[src/rtl/arm_pkg.sv]
// Shared ARM pipeline constants and small helpers.
// Used by every fetch-stage file.
package arm_pkg;

  localparam int WORD_BYTES  = 4;
  localparam int PC_WIDTH    = 32;
  localparam int INSTR_WIDTH = 32;

  localparam logic [PC_WIDTH-1:0] DEFAULT_RESET_PC = 32'h0000_0000;
  localparam logic [PC_WIDTH-1:0] ALIGN_MASK       = ~PC_WIDTH'(WORD_BYTES - 1);

  // Drop the byte offset so the result is always a word address.
  function automatic logic [PC_WIDTH-1:0] align_word(input logic [PC_WIDTH-1:0] addr);
    return addr & ALIGN_MASK;
  endfunction

endpackage

[src/rtl/pc_register.sv]
// Program counter storage with synchronous active-low reset,
// load enable and parallel load.
module pc_register
  import arm_pkg::*;
#(
  parameter int                 WIDTH       = PC_WIDTH,
  parameter logic [WIDTH-1:0]   RESET_VALUE = '0
) (
  input  logic             clk,
  input  logic             rst,
  input  logic             en,
  input  logic [WIDTH-1:0] d,
  output logic [WIDTH-1:0] q
);

  logic [WIDTH-1:0] q_reg;

  always_ff @(posedge clk) begin
    if (!rst) begin
      q_reg <= RESET_VALUE;
    end else if (en) begin
      q_reg <= d;
    end
  end

  assign q = q_reg;

endmodule

[src/rtl/instruction_fetch_unit.sv]
// IF stage: owns the PC, drives the instruction memory address and
// registers the fetched word into the IF/ID pipeline register.
module instruction_fetch_unit
  import arm_pkg::*;
#(
  parameter logic [PC_WIDTH-1:0] RESET_PC = DEFAULT_RESET_PC
) (
  input  logic                   clk,
  input  logic                   rst,
  input  logic                   freeze,
  input  logic                   branch_taken,
  input  logic [PC_WIDTH-1:0]    branch_address,
  output logic [PC_WIDTH-1:0]    imem_address,
  input  logic [INSTR_WIDTH-1:0] imem_instruction,
  output logic [PC_WIDTH-1:0]    pc_out,
  output logic [INSTR_WIDTH-1:0] instruction_out,
  output logic                   valid_out
);

  // A misaligned RESET_PC is silently forced onto a word boundary.
  localparam logic [PC_WIDTH-1:0] RESET_PC_ALIGNED = align_word(RESET_PC);

  logic [PC_WIDTH-1:0]    pc;
  logic [PC_WIDTH-1:0]    pc_plus4;
  logic [PC_WIDTH-1:0]    pc_next;
  logic                   pc_en;

  logic [PC_WIDTH-1:0]    pc_out_reg;
  logic [INSTR_WIDTH-1:0] instruction_out_reg;
  logic                   valid_out_reg;

  assign pc_plus4 = pc + PC_WIDTH'(WORD_BYTES);
  assign pc_next  = branch_taken ? align_word(branch_address) : pc_plus4;
  // A branch must still redirect while the hazard unit is freezing us.
  assign pc_en    = ~freeze | branch_taken;

  pc_register #(
    .WIDTH       (PC_WIDTH),
    .RESET_VALUE (RESET_PC_ALIGNED)
  ) u_pc_register (
    .clk (clk),
    .rst (rst),
    .en  (pc_en),
    .d   (pc_next),
    .q   (pc)
  );

  always_ff @(posedge clk) begin
    if (!rst) begin
      pc_out_reg          <= '0;
      instruction_out_reg <= '0;
      valid_out_reg       <= 1'b0;
    end else if (branch_taken) begin
      // Flush the wrong-path word fetched this cycle.
      pc_out_reg          <= '0;
      instruction_out_reg <= '0;
      valid_out_reg       <= 1'b0;
    end else if (!freeze) begin
      pc_out_reg          <= pc_plus4;
      instruction_out_reg <= imem_instruction;
      valid_out_reg       <= 1'b1;
    end
  end

  assign imem_address    = pc;
  assign pc_out          = pc_out_reg;
  assign instruction_out = instruction_out_reg;
  assign valid_out       = valid_out_reg;

endmodule

[config.mk]
export PLATFORM = sky130hd
export DESIGN_NAME = instruction_fetch_unit
export DESIGN_NICKNAME = d
export VERILOG_FILES = /design/src/rtl/arm_pkg.sv /design/src/rtl/pc_register.sv /design/src/rtl/instruction_fetch_unit.sv
export SDC_FILE = /design/constraint.sdc
export NUM_CORES = 1
export LEC_CHECK = 0
export ABC_AREA = 1
export CAP_MARGIN = 20
export CELL_PAD_IN_SITES_DETAIL_PLACEMENT = 0
export CELL_PAD_IN_SITES_GLOBAL_PLACEMENT = 1
export CORE_ASPECT_RATIO = 0.9
export CORE_MARGIN = 2
export CORE_UTILIZATION = 32
export DETAILED_ROUTE_END_ITERATION = 7
export PLACE_DENSITY_LB_ADDON = 0.1
export SLEW_MARGIN = 30
export SYNTH_ARGS = -nofsm -noshare
export SYNTH_HDL_FRONTEND = slang
export SYNTH_SLANG_ARGS = --single-unit
[constraint.sdc]
create_clock -name clk -period 2.7 [get_ports clk]
set_input_delay 0.405 -clock clk [delete_from_list [all_inputs] [get_ports clk]]
set_output_delay 0.405 -clock clk [all_outputs]
set_load 0.01 [all_outputs]
Word level (Yosys, flattened, before mapping)
Cells that the tools add are included.

storage, ports and cells
  input bits = 68
  register bits = 97
  logic and storage cells = 10
  output and inout port bits = 97

operators by class
  bitwise logic cells = 3
  multiplexer cells = 1
  $add $sub $neg = 1
  reduce and logical (&&, ||, !) cells = 1

operator list
  cell                                            number
  adder 32 x 3 -> 32 bit (second input constant)  1
  two-way mux 32 bit                              1
  NOT 1 bit                                       2
  OR reduction 2 bit                              1
  bitwise OR 1 bit                                1

Depth between registers and ports, before layout
  depth in word-level cells = 2
  gate-level depth with buffers = 9
  gate-level depth less buffers = 9

Hierarchy
From an unflattened synthesis, not the netlist that was laid out.

unflattened totals
  cell total of the unflattened synthesis = 814
  area total of the unflattened synthesis = 4993.5 sq um

by module, submodules not included
  module                  sequential area each (sq um)  cells each  instances  area each (sq um)
  instruction_fetch_unit  1301.2                        612         1          3658.5
  pc_register             640.6                         202         1          1335.0

Worst setup path after synthesis
OpenSTA, ideal clock, no wires.

  kind = reg-to-reg
  start point = register u_pc_register.q_reg[2], in the netlist u_pc_register.q[2]
  end point = register u_pc_register.q_reg[22], in the netlist u_pc_register.q[22]
  cell stages (with the launch flop) = 9
  period minus slack after synthesis = 1.411 ns
  path buffers = 0
  library setup time = 0.117 ns
  data arrival time = 1.295 ns
  path slack = 1.289 ns
  required time = 2.583 ns
  cell sequence = dfxtp_1 -> ha_1 -> nand3_1 -> inv_1 -> nand2_4 -> nor2_2 -> nand3_1 -> nand3_2 -> nand2_1

between the ends
  cells in the longest elaborated chain, start to end = 2

RTL lines
  element                   line                          source
  start: declaration        pc_register.sv:16             logic [WIDTH-1:0] q_reg;
  start signal: assignment  pc_register.sv:20             q_reg <= RESET_VALUE;
  start signal: assignment  pc_register.sv:22             q_reg <= d;
  adder 32 x 3 -> 32 bit    instruction_fetch_unit.sv:32  assign pc_plus4 = pc + PC_WIDTH'(WORD_BYTES);
  two-way mux 32 bit        instruction_fetch_unit.sv:33  assign pc_next = branch_taken ? align_word(branch_address) : pc_plus4;

Every way passes these cells.
A chain may end at the register's enable or synchronous reset.

==> qor.txt <==
Die area = 0.0138 sq mm
# rows = 39
Pwr Density = 501 mW/mm^2
Commonest non-fill, non-tap cells in the layout = 222 x nand2_1, 158 x clkdlybuf4s50_1, 93 x dfxtp_1
Fmax = 533 MHz
Largest family of logic cells by synthesized area = simple AND/OR/NAND/NOR gates
Largest cells by area after synthesis = dfxtp_1 45%, nand2_1 20%, nand3_1 5.7%
Mux cell area share after synthesis = 0
IO Pins = 165
Area Overhead vs Synth = 47.5%
Post-Route Setup TNS = 0 ps
Clock insertion delay at the later pin of the skew report = 340 ps
Yosys cell types = 35
Required @ worst endpoint = 2990 ps
Max cap viols = 0
XOR/XNOR share of the synthesized area = 0.00425
Clock Sinks = 93
CP Capture Point = u_pc_register.q[5]
GRT overflow = 0
Fin nets = 787
Final setup vio count = 0
Synth Area in Simple Gates = 0.352
CTS resizes = 0
GPL Wtd Cong = 0.827
Total track usage = 0.185
Crit path launch type = input pin
Mapped cell area = 0.00412 sq mm
Slew Limit Fails = 0
Design Area, Final = 0.00608 sq mm
Drt first-iter violations = 165
FF-to-FF path depth = 7
Yosys top cell by area = dfxtp_1
Worst setup EP type = flop
DRT Pass-1 Iters = 6
WP data arrival = 2160 ps
Routed Wire Length = 12500 um
Worst R2R Setup Slack = 900 ps
Initial antenna violation count = 0
Max reg flops = 32
Reg-to-Reg End = pc_out[24]
Clock transition at the registers of the reported paths = 60 ps
Max VDD drop = 0.329 mV
Worst Max-Slew Pin Slew = 633 ps
Largest net degree at the start of global routing = 35
Total power = 3.04 mW
Crit-path max FO = 22
Period utilization = 0.695
Die height = 112 um
Post-synthesis compound-gate area fraction = 0.116
Hpwl dp = 9190 um
Yosys top cell area share = 0.452
# diodes = 0
Synth Warn # = 0
Hold buffers post-CTS = 0
Via density = 4.66
Placed Area = 0.00581 sq mm
Cell at the root of the clock tree = clkbuf_16
Class of the worst hold path = flop to flop
Clock skew = 7.96 ps
Commonest non-fill, non-tap cell in the layout = nand2_1
Status = complete, no violations
Clock buffer depth = 2
# Post-CTS Setup Buffers = 0
Share of layout cells above drive strength 1 = 0.0761
Initial core utilization = 0.326
Avg WL per Cell = 14.1 um
Die Wd = 124 um
Final hold violation count = 0
Setup CP Type = input pin to flop
Residual DRC = 0
Critical Path Source = rst
Yosys reg bits = 93
Final Non-Filler Cells = 887
Inserted Clock Buffers = 9
Vias in the first global route = 4035
Sequential area share after synthesis = 0.452
Avg Inst Size Synth = 7.28 sq um
Filler Cell Count = 1287
Post-Synth Adder-Cell Area = 0.00304
Layout Utilization = 0.481
Fin crit period = 1880 ps
H-tree Lvls = 3
Core box area = 0.0126 sq mm
Placed insts = 871
Post-route ant nets = 0
LEAKAGE = 2.47 nW
Cells after synthesis = 566
Slew headroom = 0.577
First-pass GRT wire length = 19900 um
CTS tree = done
Worst flop-to-flop path startpoint = u_pc_register.q[2]
Via Count = 4130
IO buf count = 158
RSZ-0062 raised after global routing = false
-- where the power goes --
| group | internal (mW) | switching (mW) |
|---|---|---|
| clock | 0.647 | 0.520 |
| sequential | 1.43 | 0.0601 |
| combinational | 0.219 | 0.172 |
-- kinds of logic (layout without fill, tap and decap cells) --
family,count (synthesis),in the layout
buf+inv,61,215
simple gates,333,333
flops,93,93
xor+xnor,2,2
compound gates,75,75
fa+ha+maj,1,1
other cells,1,4
-- worst min path at each step --
stage,start,to,cells past startpoint
floorplan,pc_out[23],pc_out[23],2
global placement,pc_out[12],pc_out[12],2
detailed placement,pc_out[16],pc_out[16],2
CTS,pc_out[16],pc_out[16],2
global route,pc_out[19],pc_out[19],2
finish,pc_out[19],pc_out[19],2
-- final cells by class --
cell class,count,area (sq um),area share
clock inverters,4,23.8,0.00391
well taps,164,205,0.0338
repair buffers,167,1650,0.271
flip-flops and latches,93,1860,0.306
clock buffers,12,246,0.0405
multi-input cells,415,1970,0.325
inverters,32,120,0.0198
-- Yosys cell counts --
cell type,number
clkbuf_1,10
xnor2_1,1
dlymetal6s2s_1,1
nand2_4,1
dfxtp_1,93
nand3_1,47
nor2_2,10
o21ai_1,4
nand2_2,4
a32oi_1,20
inv_1,30
o21ai_0,5
a22o_1,1
nor2_1,31
a22oi_1,1
o211ai_1,4
o211ai_2,1
conb_1,1
and2_1,2
buf_6,1
a21oi_1,38
inv_2,2
clkbuf_8,2
nand3b_1,1
nand2_1,222
nand3_2,3
buf_4,8
buf_1,3
nor2_4,8
o21bai_1,1
xor2_1,1
nand4_1,2
ha_1,1
or2_2,2
buf_2,4
-- worst max-delay path, stage by stage --
cell and delay (ps):
clkdlybuf4s50_1 520, nand2_2 90, nor2_4 500, inv_2 250, a21oi_1 160, o21ai_0 140, nand3_1 90
-- stage by stage --
step	hold WS, ps	setup slack (ps)
2_1_floorplan	473	1290
3_3_place_gp	439	474
3_5_place_dp	444	422
4_1_cts	455	783
5_1_grt	468	654
6_report	451	824
-- layer usage --
metal | global-route usage | up-vias | part of all wire
met5 | 0 | - | 0
met4 | 0.0583 | 0 | 0.018
met3 | 0.0789 | 15 | 0.090
li1 | - | 2132 | -
met1 | 0.225 | 1868 | 0.44
met2 | 0.295 | 115 | 0.45
Power figures use the tool's default switching activity.
